**src/rtl/fog_ctrl_pkg.sv**
```systemverilog
// Shared types, register map and reset defaults for the FOG loop sequencer.
package fog_ctrl_pkg;

    typedef enum logic [1:0] {
        ST_OPEN   = 2'd0,
        ST_SETTLE = 2'd1,
        ST_CLOSED = 2'd2,
        ST_RSVD   = 2'd3
    } state_e;

    localparam int NUM_REGS = 7;

    localparam logic [2:0] ADDR_FREQ_CNT     = 3'd0;
    localparam logic [2:0] ADDR_AMP_H        = 3'd1;
    localparam logic [2:0] ADDR_AMP_L        = 3'd2;
    localparam logic [2:0] ADDR_WAIT_CNT     = 3'd3;
    localparam logic [2:0] ADDR_GAINSEL_STEP = 3'd4;
    localparam logic [2:0] ADDR_GAINSEL_RAMP = 3'd5;
    localparam logic [2:0] ADDR_LOCK_TH      = 3'd6;
    localparam logic [2:0] ADDR_RSVD         = 3'd7;

    localparam logic [31:0] RST_FREQ_CNT     = 32'd100;
    localparam logic [31:0] RST_AMP_H        = 32'd8192;
    localparam logic [31:0] RST_AMP_L        = 32'hFFFF_E000;
    localparam logic [31:0] RST_WAIT_CNT     = 32'd10;
    localparam logic [31:0] RST_GAINSEL_STEP = 32'd5;
    localparam logic [31:0] RST_GAINSEL_RAMP = 32'd5;
    localparam logic [31:0] RST_LOCK_TH      = 32'd100;

    // Reset value of bank entry idx (same for shadow and active copies).
    function automatic logic [31:0] rst_value(input int idx);
        case (idx)
            0:       return RST_FREQ_CNT;
            1:       return RST_AMP_H;
            2:       return RST_AMP_L;
            3:       return RST_WAIT_CNT;
            4:       return RST_GAINSEL_STEP;
            5:       return RST_GAINSEL_RAMP;
            6:       return RST_LOCK_TH;
            default: return 32'd0;
        endcase
    endfunction

    // Unsigned subtraction clamped at zero.
    function automatic logic [31:0] sat_sub(input logic [31:0] a, input logic [31:0] b);
        if (a > b) return a - b;
        else       return 32'd0;
    endfunction

    // Magnitude of a signed 32-bit value in 33 bits so -2^31 stays large.
    function automatic logic [32:0] abs33(input logic [31:0] v);
        logic [32:0] ext;
        ext = {v[31], v};
        if (ext[32]) return 33'd0 - ext;
        else         return ext;
    endfunction

endpackage

```
**src/rtl/fog_param_bank.sv**
```systemverilog
// Shadow/active parameter bank: CPU writes land in the shadow copy and are
// transferred to the active copy at the first period boundary after a commit.
module fog_param_bank
    import fog_ctrl_pkg::*;
(
    input  logic        i_clk,
    input  logic        i_rst,
    input  logic        i_wr_en,
    input  logic [2:0]  i_wr_addr,
    input  logic [31:0] i_wr_data,
    input  logic        i_commit,
    input  logic        i_pb,
    output logic [31:0] o_freq_cnt,
    output logic [31:0] o_amp_H,
    output logic [31:0] o_amp_L,
    output logic [31:0] o_wait_cnt,
    output logic [31:0] o_gainSel_step,
    output logic [31:0] o_gainSel_ramp,
    output logic [31:0] o_lock_th,
    output logic        o_pending,
    output logic        o_commit_done,
    output logic        o_freq_chg
);

    logic [31:0] r_shd     [NUM_REGS];
    logic [31:0] r_act     [NUM_REGS];
    logic [31:0] w_shd_nxt [NUM_REGS];
    logic        r_pending;
    logic        r_commit_done;
    logic        w_apply;

    // Shadow bank with this cycle's write merged in; address 7 matches no entry.
    always_comb begin
        w_shd_nxt = r_shd;
        for (int k = 0; k < NUM_REGS; k++) begin
            if (i_wr_en && (i_wr_addr == 3'(k))) w_shd_nxt[k] = i_wr_data;
            else                                 w_shd_nxt[k] = r_shd[k];
        end
    end

    // Apply only uses the registered pending flag, so a commit arriving on a
    // boundary waits for the following boundary.
    assign w_apply    = i_pb & r_pending;
    assign o_freq_chg = w_apply & (w_shd_nxt[0] != r_act[0]);

    // Shadow/active storage, pending flag and apply pulse.
    always_ff @(posedge i_clk) begin
        if (i_rst) begin
            for (int k = 0; k < NUM_REGS; k++) begin
                r_shd[k] <= rst_value(k);
                r_act[k] <= rst_value(k);
            end
            r_pending     <= 1'b0;
            r_commit_done <= 1'b0;
        end else begin
            r_shd <= w_shd_nxt;
            if (w_apply) r_act <= w_shd_nxt;
            else         r_act <= r_act;
            r_pending     <= w_apply ? 1'b0 : (r_pending | i_commit);
            r_commit_done <= w_apply;
        end
    end

    assign o_freq_cnt     = r_act[0];
    assign o_amp_H        = r_act[1];
    assign o_amp_L        = r_act[2];
    assign o_wait_cnt     = r_act[3];
    assign o_gainSel_step = r_act[4];
    assign o_gainSel_ramp = r_act[5];
    assign o_lock_th      = r_act[6];
    assign o_pending      = r_pending;
    assign o_commit_done  = r_commit_done;

endmodule

```
**src/rtl/fog_loop_seq_ctrl.sv**
```systemverilog
// FOG loop sequencer: OPEN -> SETTLE -> CLOSED state machine with lock
// detection, driving the active parameter bank onto the datapath.
module fog_loop_seq_ctrl
    import fog_ctrl_pkg::*;
#(
    parameter int SETTLE_PERIODS = 64,
    parameter int LOCK_PERIODS   = 16,
    parameter int COARSE_SHIFT   = 2
) (
    input  logic        i_clk,
    input  logic        i_rst,
    input  logic        i_mod_trig,
    input  logic        i_status,
    input  logic        i_wr_en,
    input  logic [2:0]  i_wr_addr,
    input  logic [31:0] i_wr_data,
    input  logic        i_commit,
    input  logic        i_loop_req,
    input  logic [31:0] i_err,
    output logic [31:0] o_freq_cnt,
    output logic [31:0] o_amp_H,
    output logic [31:0] o_amp_L,
    output logic [31:0] o_wait_cnt,
    output logic [31:0] o_gainSel_step,
    output logic [31:0] o_gainSel_ramp,
    output logic [31:0] o_fb_ON,
    output logic        o_pending,
    output logic        o_commit_done,
    output logic [1:0]  o_state,
    output logic        o_lock
);

    localparam int PW = $clog2(SETTLE_PERIODS + 1);
    localparam int LW = $clog2(LOCK_PERIODS + 1);

    state_e      r_state, w_state_nxt;
    logic [PW-1:0] r_per_cnt, w_per_nxt, w_per_inc;
    logic [LW-1:0] r_lock_cnt, w_lock_nxt;
    logic        r_fb_on;
    logic        r_lock;
    logic        w_pb;
    logic        w_freq_chg;
    logic [31:0] w_act_step;
    logic [31:0] w_lock_th;
    logic [32:0] w_err_mag;

    assign w_pb      = i_mod_trig & ~i_status;
    assign w_per_inc = r_per_cnt + PW'(1);
    assign w_err_mag = abs33(i_err);

    fog_param_bank u_bank (
        .i_clk          (i_clk),
        .i_rst          (i_rst),
        .i_wr_en        (i_wr_en),
        .i_wr_addr      (i_wr_addr),
        .i_wr_data      (i_wr_data),
        .i_commit       (i_commit),
        .i_pb           (w_pb),
        .o_freq_cnt     (o_freq_cnt),
        .o_amp_H        (o_amp_H),
        .o_amp_L        (o_amp_L),
        .o_wait_cnt     (o_wait_cnt),
        .o_gainSel_step (w_act_step),
        .o_gainSel_ramp (o_gainSel_ramp),
        .o_lock_th      (w_lock_th),
        .o_pending      (o_pending),
        .o_commit_done  (o_commit_done),
        .o_freq_chg     (w_freq_chg)
    );

    // Next-state, settle-period counter and lock counter.
    always_comb begin
        w_state_nxt = r_state;
        w_per_nxt   = r_per_cnt;
        w_lock_nxt  = r_lock_cnt;
        case (r_state)
            ST_OPEN: begin
                w_per_nxt  = PW'(0);
                w_lock_nxt = LW'(0);
                if (w_pb && i_loop_req) w_state_nxt = ST_SETTLE;
                else                    w_state_nxt = ST_OPEN;
            end
            ST_SETTLE: begin
                w_lock_nxt = LW'(0);
                if (!i_loop_req) begin
                    w_state_nxt = ST_OPEN;
                    w_per_nxt   = PW'(0);
                end else if (w_pb) begin
                    if (w_per_inc == PW'(SETTLE_PERIODS)) begin
                        w_state_nxt = ST_CLOSED;
                        w_per_nxt   = PW'(0);
                    end else begin
                        w_per_nxt = w_per_inc;
                    end
                end else begin
                    w_per_nxt = r_per_cnt;
                end
            end
            ST_CLOSED: begin
                w_per_nxt = PW'(0);
                if (!i_loop_req) begin
                    w_state_nxt = ST_OPEN;
                    w_lock_nxt  = LW'(0);
                end else if (w_freq_chg) begin
                    // New modulation frequency invalidates the settled loop.
                    w_state_nxt = ST_SETTLE;
                    w_lock_nxt  = LW'(0);
                end else if (w_pb) begin
                    if (w_err_mag <= {1'b0, w_lock_th}) begin
                        if (r_lock_cnt == LW'(LOCK_PERIODS)) w_lock_nxt = r_lock_cnt;
                        else                                 w_lock_nxt = r_lock_cnt + LW'(1);
                    end else begin
                        w_lock_nxt = LW'(0);
                    end
                end else begin
                    w_lock_nxt = r_lock_cnt;
                end
            end
            default: begin
                w_state_nxt = ST_OPEN;
                w_per_nxt   = PW'(0);
                w_lock_nxt  = LW'(0);
            end
        endcase
    end

    // State, counters and registered status outputs.
    always_ff @(posedge i_clk) begin
        if (i_rst) begin
            r_state    <= ST_OPEN;
            r_per_cnt  <= PW'(0);
            r_lock_cnt <= LW'(0);
            r_fb_on    <= 1'b0;
            r_lock     <= 1'b0;
        end else begin
            r_state    <= w_state_nxt;
            r_per_cnt  <= w_per_nxt;
            r_lock_cnt <= w_lock_nxt;
            r_fb_on    <= (w_state_nxt == ST_SETTLE) || (w_state_nxt == ST_CLOSED);
            r_lock     <= (w_lock_nxt == LW'(LOCK_PERIODS));
        end
    end

    // Coarse (reduced) gain while settling, full gain otherwise.
    always_comb begin
        if (r_state == ST_SETTLE) o_gainSel_step = sat_sub(w_act_step, 32'(COARSE_SHIFT));
        else                      o_gainSel_step = w_act_step;
    end

    assign o_fb_ON = {31'd0, r_fb_on};
    assign o_state = r_state;
    assign o_lock  = r_lock;

endmodule

```
**config.mk**
```make
export PLATFORM = sky130hd
export DESIGN_NAME = fog_loop_seq_ctrl
export DESIGN_NICKNAME = d
export VERILOG_FILES = /design/src/rtl/fog_ctrl_pkg.sv /design/src/rtl/fog_param_bank.sv /design/src/rtl/fog_loop_seq_ctrl.sv
export SDC_FILE = /design/constraint.sdc
export NUM_CORES = 1
export LEC_CHECK = 0
export CAP_MARGIN = 25
export CELL_PAD_IN_SITES_DETAIL_PLACEMENT = 0
export CELL_PAD_IN_SITES_GLOBAL_PLACEMENT = 1
export CORE_ASPECT_RATIO = 0.7
export CORE_MARGIN = 4
export CORE_UTILIZATION = 41
export DETAILED_ROUTE_END_ITERATION = 12
export HOLD_SLACK_MARGIN = 0.08
export PLACE_DENSITY_LB_ADDON = 0.15
export SETUP_SLACK_MARGIN = 0.05
export SYNTH_ARGS = -nofsm -noshare
export SYNTH_HDL_FRONTEND = slang
export SYNTH_HIERARCHICAL = 1
export SYNTH_SLANG_ARGS = --single-unit
```
**constraint.sdc**
```tcl
create_clock -name i_clk -period 9.8 [get_ports i_clk]
set_input_delay 1.96 -clock i_clk [delete_from_list [all_inputs] [get_ports i_clk]]
set_output_delay 1.96 -clock i_clk [all_outputs]
set_load 0.005 [all_outputs]
```
==> flow_summary.yaml <==
yosys:
  synth_top_area_share_pct: 49.8
  yosys_warnings: 6
  synth_flop_cell: "dfxtp_1"
  ys_ff_latch: 466
  synthArstFlopShare_pct: 0
  seq_area_frac_synth_pct: 49.8
  synth_cells: 2044
  synth_cell_types: 65
  synth-edff-count: 0
  synth_area_per_cell_sq_um: 9.16
  synth_common_cells: "dfxtp_1 (466), nor2_1 (308), nand2_1 (211)"
  yosysTopAreaCell: "dfxtp_1"
  synth.most_common_cell: "dfxtp_1"
  synth.cell_area_sq_um: 18700
  synth.top_cells.by_area: "dfxtp_1 (50%), mux2i_1 (11%), nor2_1 (6.2%)"
worst_setup_path:
  crit_path_end_kind: "register"
  slowest_delay_ps: 600
  path_max_fanout: 40
  critPathLaunchType: "primary input"
  crit_arrival_ps: 6300
  rrSetupSlack_ps: 6150
  crit_type: "in2reg"
  critical-path-top-delay-family: "simple AND/OR/NAND/NOR gates"
  path_cells: "clkdlybuf4s50_1 > nor4b_4 > buf_4 > mux2i_1 > xnor2_1 > nor4_1 > a31oi_1 > nand4bb_1 > a2111oi_0 > o21ai_0 > a211oi_1 > a31oi_1 > nor3_1"
  crit_buf_inv: 2
  crit_required_ps: 10280
  critPathSlowestCell: "buf_4"
  cpMostUsedCell: "a31oi_1"
route:
  drc_errors: 0
  first_pass_iters: 5
  num_vias: 14800
  ant_nets: 0
  wl_microns: 58400
  wl_per_cell_microns: 20.2
  vias_per_cell: 5.12
  drtIter0Drc: 1086
pwr:
  leakage_uw: 0.00897
  vdd_ir_drop_max_uv: 111
  total_power_uw: 3930
  powerDensity_nw_per_um2: 169
worst_hold_path:
  hold_class: "reg2reg"
timing:
  period_share_pct: 59.4
  finalHoldViolCount: 0
  period_needed_ps: 5820
  setup_viol: 0
  finalSetupTns_ps: 0
  setup_ws_ps: 3980
  worstMarginPinSlew_ps: 1010
  drv_slew: 0
  timing.fmax_mhz: 172
  slew_headroom_pct: 32.3
  skew_ps: 17.7
  rsz0062_at_grt: "no"
global_route:
  grt.overflow.total: 0
  grt_pass1_wl_microns: 87200
  track_usage_pct: 22.7
  first_global_vias: 14100
  antenna_found_initial: 2
  grt_max_degree: 110
clock_network:
  htreeDepth: 2
  path_clk_slew_ps: 60
  clk_latency_ps: 570
  post_cts_buffers: 0
  cts_root_buf: "clkbuf_16"
  cts_tree: "done"
  cts_num_sinks: 466
  cts_repair_resize_count: 0
  cts_made_buffers: 45
  clockBufferDepth: 3
  hold_buffers: 0
die:
  core_area_sq_um: 45100
  ios: 303
  die_h_microns: 187
  initial_core_util_pct: 41.5
  die_x_microns: 263
  rows: 65
  fp.dieArea_sq_um: 49200
finish:
  ff_latch_area_sq_um: 9330
  area_delta_synth_final_pct: 23.9
  antenna_cells: 0
  fin_nets: 2365
  nFillCells: 4256
  stdcell_count: 2892
  multi_input_area_sq_um: 8440
  drive_above_1_share_pct: 5.33
job:
  max_cap_viol_count: 0
placed_design:
  place_inst: 2808
  dp_slack_ps: 3490
  place_hpwl_microns: 39100
  port-buffer-count: 271
  gp_congestion: 0.834
status:
  status: "finished clean"
==> cell families (layout without fill, tap and decap cells) <==
logic type,after synthesis,after routing,share of synthesized area (%)
simple gates,671,671,15.9
mux,210,210,11.2
flops,466,466,49.8
buf+inv,227,442,5.86
fa+ha+maj,37,37,2.47
compound gates,328,328,9.81
xor+xnor,104,104,4.87
other cells,1,31,0.0200
==> sequential cells by signal (all words and copies together) (netlist names), 2 cells and up <==
register,count
o_state,2
u_bank/o_lock_th,32
r_per_cnt,7
u_bank/o_gainSel_step,32
u_bank/o_wait_cnt,32
u_bank/o_gainSel_ramp,32
u_bank/o_amp_H,32
u_bank/r_shd,224
r_lock_cnt,5
u_bank/o_amp_L,32
u_bank/o_freq_cnt,32
==> final timing paths <==
| kind | to | depth (start not counted) | from |
|---|---|---|---|
| setup / recovery | o_lock | 13 | i_wr_addr[2] |
| hold / removal | u_bank/o_gainSel_ramp[29] | 2 | u_bank/o_gainSel_ramp[29] |
| setup reg to reg | o_lock | 11 | u_bank/o_freq_cnt[24] |
| hold reg to reg | u_bank/o_gainSel_ramp[29] | 2 | u_bank/o_gainSel_ramp[29] |
==> per-layer routing <==
metal / global-route usage, % / vias to the layer above / share of wire (%)
met1: 33.1 / 7146 / 48
met4: 5.16 / 0 / 2.0
met2: 35.1 / 392 / 44
met5: 0 / - / 0
met3: 4.26 / 67 / 5.9
li1: - / 7216 / -
==> report_power, final <==
| group | switching, uW | internal, uW |
|---|---|---|
| Combinational | 186 | 115 |
| Clock | 745 | 949 |
| Sequential | 12.8 | 1920 |
| Total | 944 | 2980 |
==> cell type report <==
class,count,share of cell area [%]
sequential,466,40.2
multi-input combinational,1381,36.4
timing repair buffer,304,13.0
clock buffer,67,5.60
tap,603,3.25
inverter,56,0.907
clock inverter,15,0.567
==> placed cells by master, fill, tap and decap left out, types with 13 or more instances in the layout <==
cell type,Yosys,layout
a21oi_1,62,62
buf_4,32,30
o31ai_1,14,14
nor4_1,16,16
nand2b_1,43,41
xnor2_1,74,74
dfxtp_1,466,466
clkbuf_1,100,13
nand4_1,20,20
inv_1,56,56
ha_1,37,37
conb_1,1,31
nand2_1,211,211
nor3_1,18,18
mux2i_1,209,209
o21ai_0,195,195
clkbuf_16,0,45
xor2_1,30,30
clkdlybuf4s50_1,0,270
nor2_1,308,307
==> through the flow <==
step	instance area, sq um	hold slack, ps	util [%]
3_5_place_dp	21700	442	48.2
4_1_cts	23100	456	51.3
6_report	23200	451	51.4
2_1_floorplan	18800	423	-
5_1_grt	23200	472	51.4
3_3_place_gp	21700	435	48.1
==> tightest hold or removal path, stage by stage, from the launching register on <==
cell	delay, ps
dfxtp_1	320
nand2_1	40
o21ai_0	50
Note: power is estimated with default switching activity, not from simulation.
